--- config.mk ---
export PLATFORM = sky130hd
export DESIGN_NAME = ps2_key_decoder
export DESIGN_NICKNAME = d
export VERILOG_FILES = /design/src/rtl/ps2_key_decoder.sv
export SDC_FILE = /design/constraint.sdc
export NUM_CORES = 1
export LEC_CHECK = 0
export CORE_MARGIN = 1
export CORE_UTILIZATION = 55
export DETAILED_ROUTE_END_ITERATION = 12
export DONT_BUFFER_PORTS = 1
export HOLD_SLACK_MARGIN = 0.06
export PLACE_DENSITY = 0.7
export SLEW_MARGIN = 10
export SYNTH_ARGS = -nofsm -noshare
export SYNTH_HDL_FRONTEND = slang
export SYNTH_SLANG_ARGS = --single-unit
--- constraint.sdc ---
create_clock -name clk -period 3.59 [get_ports clk]
set_clock_uncertainty 0.15 [all_clocks]
set_input_delay 0.1795 -clock clk [delete_from_list [all_inputs] [get_ports clk]]
set_output_delay 0.1795 -clock clk [all_outputs]
set_load 0.05 [all_outputs]
--- src/rtl/ps2_key_decoder.sv ---
// rtl/ps2_key_decoder.sv - PS/2 scan-code to ASCII decoder with FWFT FIFO and CapsLock LED handshake
module ps2_key_decoder #(
    parameter int FIFO_DEPTH  = 8,
    parameter int ACK_TIMEOUT = 500000
) (
    input  logic       clk,
    input  logic       rst_n,
    input  logic       code_valid,
    input  logic [7:0] code_byte,
    input  logic       code_err,
    input  logic       rd_en,
    output logic [7:0] ascii_data,
    output logic       ascii_valid,
    output logic       fifo_ovf,
    output logic       shift_held,
    output logic       caps_lock,
    output logic       tx_req,
    output logic [7:0] tx_byte,
    input  logic       tx_done,
    output logic       led_busy,
    output logic       led_err
);

    localparam int AW = (FIFO_DEPTH > 1) ? $clog2(FIFO_DEPTH) : 1;
    localparam int CW = AW + 1;
    localparam int TW = (ACK_TIMEOUT > 1) ? $clog2(ACK_TIMEOUT) : 1;

    typedef enum logic [1:0] {P_IDLE, P_BRK, P_EXT, P_EXTBRK} pstate_t;
    typedef enum logic [2:0] {L_IDLE, L_CMD, L_ACK1, L_MASK, L_ACK2} lstate_t;

    pstate_t pstate_q;
    lstate_t lstate_q;

    logic          lshift_q, rshift_q, caps_q, caps_down_q;
    logic [7:0]    mem_q [FIFO_DEPTH];
    logic [AW-1:0] wr_ptr_q, rd_ptr_q;
    logic [CW-1:0] count_q, count_d;
    logic          ovf_q;
    logic          pending_q;
    logic          tx_req_q, led_busy_q, led_err_q;
    logic [7:0]    tx_byte_q;
    logic [TW-1:0] ack_cnt_q;

    // An FA reply inside an ACK state belongs to the LED handshake; everything else is keyboard traffic.
    logic byte_acc, in_ack, ack_fa, key_acc;
    assign byte_acc = code_valid && !code_err;
    assign in_ack   = (lstate_q == L_ACK1) || (lstate_q == L_ACK2);
    assign ack_fa   = byte_acc && in_ack && (code_byte == 8'hFA);
    assign key_acc  = byte_acc && !ack_fa;

    logic is_make, is_break, non_key;
    assign non_key = (code_byte == 8'hFA) || (code_byte == 8'hAA) || (code_byte == 8'hEE) ||
                     (code_byte == 8'hFE) || (code_byte == 8'h00) || (code_byte == 8'hFF);

    // Classify the incoming byte as a plain make or break; extended events produce neither.
    always_comb begin
        is_make  = 1'b0;
        is_break = 1'b0;
        if (key_acc) begin
            case (pstate_q)
                P_IDLE:  is_make  = (code_byte != 8'hF0) && (code_byte != 8'hE0) && !non_key;
                P_BRK:   is_break = 1'b1;
                default: ;
            endcase
        end
    end

    // Scan code set 2 to lowercase ASCII; zero means unmapped.
    logic [7:0] map_char;
    always_comb begin
        map_char = 8'h00;
        case (code_byte)
            8'h1C: map_char = 8'h61;  8'h32: map_char = 8'h62;  8'h21: map_char = 8'h63;
            8'h23: map_char = 8'h64;  8'h24: map_char = 8'h65;  8'h2B: map_char = 8'h66;
            8'h34: map_char = 8'h67;  8'h33: map_char = 8'h68;  8'h43: map_char = 8'h69;
            8'h3B: map_char = 8'h6A;  8'h42: map_char = 8'h6B;  8'h4B: map_char = 8'h6C;
            8'h3A: map_char = 8'h6D;  8'h31: map_char = 8'h6E;  8'h44: map_char = 8'h6F;
            8'h4D: map_char = 8'h70;  8'h15: map_char = 8'h71;  8'h2D: map_char = 8'h72;
            8'h1B: map_char = 8'h73;  8'h2C: map_char = 8'h74;  8'h3C: map_char = 8'h75;
            8'h2A: map_char = 8'h76;  8'h1D: map_char = 8'h77;  8'h22: map_char = 8'h78;
            8'h35: map_char = 8'h79;  8'h1A: map_char = 8'h7A;
            8'h45: map_char = 8'h30;  8'h16: map_char = 8'h31;  8'h1E: map_char = 8'h32;
            8'h26: map_char = 8'h33;  8'h25: map_char = 8'h34;  8'h2E: map_char = 8'h35;
            8'h36: map_char = 8'h36;  8'h3D: map_char = 8'h37;  8'h3E: map_char = 8'h38;
            8'h46: map_char = 8'h39;
            8'h29: map_char = 8'h20;  8'h5A: map_char = 8'h0D;  8'h66: map_char = 8'h08;
            default: map_char = 8'h00;
        endcase
    end

    logic       map_letter, upper, fifo_push, fifo_pop, fifo_full, fifo_empty, caps_toggle;
    logic [7:0] push_data;
    assign map_letter  = (map_char >= 8'h61) && (map_char <= 8'h7A);
    assign upper       = (lshift_q || rshift_q) ^ caps_q;
    assign push_data   = (map_letter && upper) ? (map_char - 8'h20) : map_char;
    assign caps_toggle = is_make && (code_byte == 8'h58) && !caps_down_q;
    assign fifo_full   = (count_q == CW'(FIFO_DEPTH));
    assign fifo_empty  = (count_q == '0);
    assign fifo_pop    = rd_en && !fifo_empty;
    assign fifo_push   = is_make && (map_char != 8'h00) && (!fifo_full || fifo_pop);

    // Occupancy changes only when exactly one of push/pop happens.
    always_comb begin
        count_d = count_q;
        if (fifo_push && !fifo_pop)
            count_d = count_q + 1'b1;
        else if (fifo_pop && !fifo_push)
            count_d = count_q - 1'b1;
    end

    // Prefix tracking plus Shift and CapsLock key state.
    always_ff @(posedge clk or negedge rst_n) begin
        if (!rst_n) begin
            pstate_q    <= P_IDLE;
            lshift_q    <= 1'b0;
            rshift_q    <= 1'b0;
            caps_q      <= 1'b0;
            caps_down_q <= 1'b0;
        end else begin
            if (code_valid && code_err) begin
                pstate_q <= P_IDLE;
            end else if (key_acc) begin
                case (pstate_q)
                    P_IDLE: begin
                        if (code_byte == 8'hF0)
                            pstate_q <= P_BRK;
                        else if (code_byte == 8'hE0)
                            pstate_q <= P_EXT;
                    end
                    P_EXT:   pstate_q <= (code_byte == 8'hF0) ? P_EXTBRK : P_IDLE;
                    default: pstate_q <= P_IDLE;
                endcase
            end
            if (is_make) begin
                if (code_byte == 8'h12) lshift_q <= 1'b1;
                if (code_byte == 8'h59) rshift_q <= 1'b1;
                if (caps_toggle) begin
                    caps_q      <= !caps_q;
                    caps_down_q <= 1'b1;
                end
            end
            if (is_break) begin
                if (code_byte == 8'h12) lshift_q    <= 1'b0;
                if (code_byte == 8'h59) rshift_q    <= 1'b0;
                if (code_byte == 8'h58) caps_down_q <= 1'b0;
            end
        end
    end

    // FIFO storage needs no reset: the head is masked while empty.
    always_ff @(posedge clk) begin
        if (fifo_push)
            mem_q[wr_ptr_q] <= push_data;
    end

    // FIFO pointers, occupancy and sticky overflow flag.
    always_ff @(posedge clk or negedge rst_n) begin
        if (!rst_n) begin
            wr_ptr_q <= '0;
            rd_ptr_q <= '0;
            count_q  <= '0;
            ovf_q    <= 1'b0;
        end else begin
            if (fifo_push) wr_ptr_q <= wr_ptr_q + 1'b1;
            if (fifo_pop)  rd_ptr_q <= rd_ptr_q + 1'b1;
            count_q <= count_d;
            if (is_make && (map_char != 8'h00) && fifo_full && !fifo_pop)
                ovf_q <= 1'b1;
        end
    end

    // LED handshake: ED, wait FA, mask, wait FA; reruns if CapsLock toggled while busy.
    always_ff @(posedge clk or negedge rst_n) begin
        if (!rst_n) begin
            lstate_q   <= L_IDLE;
            pending_q  <= 1'b0;
            tx_req_q   <= 1'b0;
            tx_byte_q  <= 8'h00;
            led_busy_q <= 1'b0;
            led_err_q  <= 1'b0;
            ack_cnt_q  <= '0;
        end else begin
            led_err_q <= 1'b0;
            case (lstate_q)
                L_IDLE: begin
                    if (caps_toggle || pending_q) begin
                        lstate_q   <= L_CMD;
                        tx_req_q   <= 1'b1;
                        tx_byte_q  <= 8'hED;
                        led_busy_q <= 1'b1;
                        pending_q  <= 1'b0;
                    end
                end
                L_CMD, L_MASK: begin
                    if (tx_done) begin
                        lstate_q  <= (lstate_q == L_CMD) ? L_ACK1 : L_ACK2;
                        tx_req_q  <= 1'b0;
                        ack_cnt_q <= '0;
                    end
                end
                L_ACK1, L_ACK2: begin
                    if (ack_fa) begin
                        if (lstate_q == L_ACK1) begin
                            lstate_q  <= L_MASK;
                            tx_req_q  <= 1'b1;
                            tx_byte_q <= {5'b0, caps_q, 2'b00};
                        end else begin
                            lstate_q   <= L_IDLE;
                            led_busy_q <= 1'b0;
                        end
                    end else if (byte_acc || (ack_cnt_q == TW'(ACK_TIMEOUT - 1))) begin
                        lstate_q   <= L_IDLE;
                        led_busy_q <= 1'b0;
                        led_err_q  <= 1'b1;
                    end else begin
                        ack_cnt_q <= ack_cnt_q + 1'b1;
                    end
                end
                default: lstate_q <= L_IDLE;
            endcase
            if (caps_toggle && (lstate_q != L_IDLE))
                pending_q <= 1'b1;
        end
    end

    assign ascii_valid = !fifo_empty;
    assign ascii_data  = fifo_empty ? 8'h00 : mem_q[rd_ptr_q];
    assign fifo_ovf    = ovf_q;
    assign shift_held  = lshift_q || rshift_q;
    assign caps_lock   = caps_q;
    assign tx_req      = tx_req_q;
    assign tx_byte     = tx_byte_q;
    assign led_busy    = led_busy_q;
    assign led_err     = led_err_q;

endmodule

Word-level counts from Yosys, hierarchy flattened:

Memories as Yosys holds them, arrays and structs flattened.
Cells that the tools add are included.

* memories kept: 2
* RAM bits: 64
* output and inout port bits: 23
* bits of input ports: 14
* bits in read-only memories: 896
* flip-flop bits (word level): 51

Memories
* (name not given): words 128, bits a word 7, rd ports 1, clocked after Yosys merged registers in 0, write ports 0, line 72 `case (code_byte)`
* mem_q: words 8, bits a word 8, rd ports 1, clocked after Yosys merged registers in 0, write ports 1, line 35 `logic [7:0] mem_q [FIFO_DEPTH];`

* add/subtract/negate cells: 6
* mux-type cells: 59
* reduce and logical (&&, ||, !) cells: 61
* bitwise operators: 1
* order comparisons: 2
* eq/ne operators: 29

Operators by type and width (number)
* 2-to-1 mux 19 bit: 3
* == test 8 bit (second input constant): 7
* 2-to-1 mux 8 bit: 6
* case mux 19 bit (2 select lines): 1
* 2-to-1 mux 1 bit: 31
* adder 19 x 1 -> 19 bit (second input constant): 1
* == test 19 bit (second input constant): 1
* logical AND 1 bit: 19
* == test 8 x 7 -> 1 bit (second input constant): 2
* != test 8 bit (second input constant): 2
* case mux 8 bit (2 select lines): 1
* 2-to-1 mux 3 bit: 5
* 2-to-1 mux 2 bit: 6
* != test 2 bit (second input constant): 6
* AND reduction 4 bit: 3
* nonzero test 2 bit: 6
* logical OR 1 bit: 10
* zero test 1 bit: 9
* case mux 3 bit (3 select lines): 1
* == test 8 x 5 -> 1 bit (second input constant): 1
* greater-or-equal comparator 8 x 7 -> 1 bit (second input constant): 1
* <= comparator 8 x 7 -> 1 bit (second input constant): 1
* zero test 8 bit: 1
* 2-to-1 mux 4 bit: 2
* 25 further kinds: 32

Logic depth before layout (Yosys ltp):

* word-level depth: 16
* gate-level depth with buffers: 19

Worst setup path after synthesis:

OpenSTA, ideal clock, no wires.

* path type: in2reg
* start point: in code_byte[1]
* end point: reg count_q[3]
* slack: 0.179 ns
* data arrival time: 3.136 ns
* path buffers: 3
* required time: 3.315 ns
* cell stages on the path: 19
* library setup time: 0.125 ns
* cell sequence: buf_2 inv_1 ha_1 clkbuf_1 mux2i_1 nor3_1 a221oi_2 o21ai_2 nor4_4 a21oi_2 buf_6 ha_1 inv_1 ha_1 a21o_1 a21oi_1 xnor2_1 nor2_1 xor2_1

* elaborated cells between the ends (all ways): 31
* those cells by class: eq/ne: 7; mux: 4; reduce/logical: 19; memory: 1

RTL lines
* start: declaration: line 9 `input logic [7:0] code_byte,`
* memory read (128 x 7 bit) *
* 2-to-1 mux 8 bit *: line 72
* via map_char[1]: line 69 `logic [7:0] map_char;`
* nonzero test 8 bit *: line 100 `assign fifo_push = is_make && (map_char != 8'h00) && (!fifo_full || fifo_pop);`
* logical AND 1 bit * (2 in series): line 100
* via fifo_push: line 91 `logic map_letter, upper, fifo_push, fifo_pop, fifo_full, fifo_empty, caps_toggle;`
* zero test 1 bit: line 107 `else if (fifo_pop && !fifo_push)`
* logical AND 1 bit: line 107
* nonzero test 2 bit (no source line)
* end signal: assignment: line 166 `count_q <= count_d;`
* end: declaration: line 37 `logic [CW-1:0] count_q, count_d;`

Mark *: on every way through the listed nets, which the timed path passes. The rest lies on a longest branch.
A chain may end at the register's enable or synchronous reset.

Worst setup path in the final report:

* start point: reg lstate_q[2]
* end point: reg count_q[3]

* longest elaborated chain between the ends: 12
* elaborated cells between the ends (all ways): 15
* those cells by class: eq/ne: 2; mux: 2; reduce/logical: 11

Ends and longest elaborated chain
* start: declaration: line 32 `lstate_t lstate_q;`
* start signal: assignment: line 196 `lstate_q <= (lstate_q == L_CMD) ? L_ACK1 : L_ACK2;`
* == test 3 x 2 -> 1 bit / == test 3 bit (equally long branches): line 47 `assign in_ack = (lstate_q == L_ACK1) || (lstate_q == L_ACK2);`
* logical OR 1 bit *: line 47
* logical AND 1 bit * (2 in series): line 48 `assign ack_fa = byte_acc && in_ack && (code_byte == 8'hFA);`
* zero test 1 bit *: line 49 `assign key_acc = byte_acc && !ack_fa;`
* logical AND 1 bit *: line 49
* 2-to-1 mux 1 bit *: line 59 `if (key_acc) begin`
* logical AND 1 bit * (2 in series): line 100
* zero test 1 bit: line 107
* logical AND 1 bit: line 107
* nonzero test 2 bit (no source line)

Every way passes the cells marked *; elsewhere a longest branch is shown, timed or not.

==> results by group <==
Outcome
  • Status: completed

Synth
  • Syn. warnings: 0
  • Async SR Flop Fraction: 41.3%
  • Synthesized area: 5990 um2
  • Post-synthesis sequential area ratio: 50.8%
  • Number of synthesized register bits: 109
  • EDFF count, synth: 64
  • Mapped Cells: 512
  • Mean Syn Cell Area: 11.7 um2
  • Synth Flop Type: edfxtp_1
  • Count of cell types in the netlist: 78

Clock network
  • CTS tree: built
  • Clock sink count: 109
  • Clk buf depth: 2
  • Clock transition at path regs: 110 ps
  • Clk_lat worst skew: 370 ps
  • Htree depth: 3
  • Root buf cell: clkbuf_8
  • CTS Buf Count: 9
  • Setup Buffers After CTS: 0

Timing
  • Final setup vio count: 0
  • RSZ-0062 raised after global routing: false
  • Slew margin rel.: 25.5%
  • Setup TNS: 0 ps
  • Final Max Tran Viols: 0
  • Tcrit/Tclk final: 91.7%
  • Max Clk Rate: 304 MHz
  • Minimum clock period after layout: 3290 ps
  • Hold WS: 90.0 ps
  • Final Hold Viols: 0
  • Actual slew at the worst max-slew pin: 1110 ps

Place
  • Post-DP HPWL: 8.22 mm
  • Placed cell count: 632
  • Port-buffer cells: 0
  • Routability cong.: 0.886

Run
  • Maxcap violations: 0

Layout
  • Non-Filler Instances: 659
  • Fraction of layout cells with a size suffix above 1: 14.7%
  • Final #Nets: 547
  • Post-layout util: 61.2%
  • ANT cells: 0
  • Area grow syn2layout: 6.87%

Global routing
  • Number of global-route vias before repair: 3,985
  • Largest net degree at the start of global routing: 46
  • First-pass GRT wire length: 20.1 mm
  • Total Routing Usage GR: 22.9%
  • Initial antenna violation count: 0
  • Congestion Overflow GR: 0

Setup path
  • Number of buffers and inverters on the critical path: 1
  • Crit Path Category: flip-flop to flip-flop
  • CP required: 3680 ps
  • CP delay by family, top: simple AND/OR/NAND/NOR gates
  • Reg-to-reg startpoint: lstate_q[2]
  • CP Launch Type: flip-flop
  • Critical path, cell by cell: nand2b_1, a2111oi_2, nand2b_1, nor4_4, nand2_1, a21oi_2, ha_1, inv_1, ha_1, a21o_1, a21oi_1, xnor2_1, nor2_1, xor2_1
  • Crit end category: flip-flop
  • Slowest CP cell: nor4_4
  • Worst Path Arrival: 3390 ps
  • Critical Path Source: lstate_q[2]
  • Max incr delay on CP: 470 ps
  • Maximum fanout along the worst path: 10

Worst hold path
  • Hold_sp: code_valid
  • Hold Path Class: input pin to flip-flop

Floorplanning
  • I/O pins: 37
  • Die area: 11,300 um2
  • Core area: 10,500 um2
  • Die span in x: 106 um
  • Cell row count: 37
  • Initial Util: 57.3%
  • Die Span Y: 106 um

Route
  • Initial DRT Pass Iterations: 4
  • Routed vias: 4,063
  • Post-route antenna net violation count: 0
  • Total Wirelength: 12.1 mm
  • Drt first-iter violations: 261
  • Residual DRC: 0
  • Wire per inst: 18.3 um
  • Via density: 6.17

Power and ir drop
  • VDD IR-drop max: 531 uV
  • Cell area power density: 594 nW/um2
  • Overall power: 3.81 mW
  • Leakage Power: 2.45 nW
[where the power goes]
group / leakage, nW / internal (mW) / switching [mW]
clock: 0.0843 / 0.262 / 0.433
combinational: 1.18 / 0.577 / 0.785
sequential: 1.18 / 1.47 / 0.281
total: 2.45 / 2.31 / 1.50
[per-layer routing]
| metal | vias to the layer above | wire length [um] | GRT usage, % |
|---|---|---|---|
| met5 | - | 0 | 0 |
| met4 | 0 | 155 | 5.65 |
| met3 | 14 | 644 | 4.72 |
| met2 | 121 | 5720 | 35.4 |
| met1 | 1997 | 5540 | 33.2 |
| li1 | 1931 | - | - |
[synth_stat cells, drive strengths merged (3+ instances only)]
cell type | instances | share of area [%]
inv | 15 | 0.94
and4 | 5 | 0.73
nand4 | 7 | 0.73
nand3 | 11 | 0.92
o21ai | 21 | 1.9
buf | 27 | 2.9
a311oi | 4 | 0.69
edfxtp | 64 | 32
and4b | 3 | 0.50
mux2i | 19 | 3.2
a31oi | 5 | 0.52
o211ai | 3 | 0.38
xor2 | 4 | 0.58
nor3b | 6 | 0.75
o31ai | 3 | 0.38
nand2b | 12 | 1.3
and3 | 3 | 0.31
a21oi | 26 | 2.2
o22ai | 3 | 0.63
nor4 | 6 | 1.2
or3 | 6 | 0.63
a21o | 4 | 0.50
dfrtp | 45 | 19
nor2 | 51 | 3.2
nor3 | 13 | 1.2
xnor2 | 18 | 2.6
clkbuf | 7 | 0.44
mux2 | 6 | 1.1
mux4 | 16 | 6.0
or2 | 3 | 0.31
nand3b | 4 | 0.50
ha | 14 | 2.9
nand2 | 35 | 2.2
a211oi | 4 | 0.58
nor2b | 5 | 0.52
[cells by family after synthesis]
group           share of synthesized area (%)
simple gates                             16.5
flops                                    50.8
compound gates                           11.5
mux                                      10.3
fa+ha+maj                                3.26
other cells                            0.0626
xor+xnor                                 3.21
buf+inv                                  4.32
[per-stage QoR]
step | worst slack (ps) | area, um2
floorplan | 179 | 6000
global placement | 218 | 6090
detailed placement | 151 | 6090
CTS | 275 | 6400
global route | 25.4 | 6410
finish | 298 | 6410
[repair_timing]
| item | 4_1_cts | 5_1_grt |
|---|---|---|
| setup endpoints to repair | 0 | 1 |
| endpoints found under the hold margin | 59 | 0 |
| hold buffers | 11 | 0 |
| gates resized for setup | 0 | 2 |
[layout by cell type (no fill, tap or decap), drive strengths merged, types with 5 or more instances in the layout]
cell / n
buf: 18
nand2b: 12
and4: 5
mux2: 6
nand4: 7
dlygate4sd3: 10
nand2: 35
nor4: 6
nand3: 11
nor2b: 5
inv: 18
a31oi: 5
mux4: 16
clkbuf: 9
nor3: 13
xnor2: 18
nor2: 51
mux2i: 19
edfxtp: 64
o21ai: 21
or3: 6
ha: 14
nor3b: 6
dfrtp: 45
a21oi: 26
[worst paths after layout]
path	end	slack [ps]	cells past startpoint
worst max-delay path	count_q[3]	300	14
worst min-delay path	tx_byte[6]	90	4
worst max register to register	count_q[3]	300	14
worst min register to register	count_q[3]	390	1
max in group asynchronous	tx_byte[6]	2890	2
min in group asynchronous	ack_cnt_q[9]	160	2
[final cells by class]
cell class / count / area (um2)
inverter: 15 / 56.3
tap: 136 / 170
fill: 863 / 4060
multi-input combinational: 355 / 2690
clock inverter: 7 / 57.6
sequential: 109 / 3050
clock buffer: 9 / 124
timing repair buffer: 28 / 255
[flip-flops by register name, indices dropped and copies added (netlist names)]
name	flops
fifo_ovf	1
tx_req	1
lstate_q	3
led_busy	1
count_q	4
lshift_q	1
caps_down_q	1
wr_ptr_q	3
rd_ptr_q	3
tx_byte	2
led_err	1
mem_q	64
ack_cnt_q	19
pstate_q	2
pending_q	1
caps_lock	1
rshift_q	1
[worst register-to-register path, cell delays in order, from the launching register on]
cell and delay (ps):
dfrtp_2 460, nand2b_1 250, a2111oi_2 120, nand2b_1 230, nor4_4 470, nand2_1 120
a21oi_2 150, ha_1 200, inv_1 90, ha_1 270, a21o_1 150, a21oi_1 160
xnor2_1 130, nor2_1 60, xor2_1 140
Note: power is estimated with default switching activity, not from simulation.
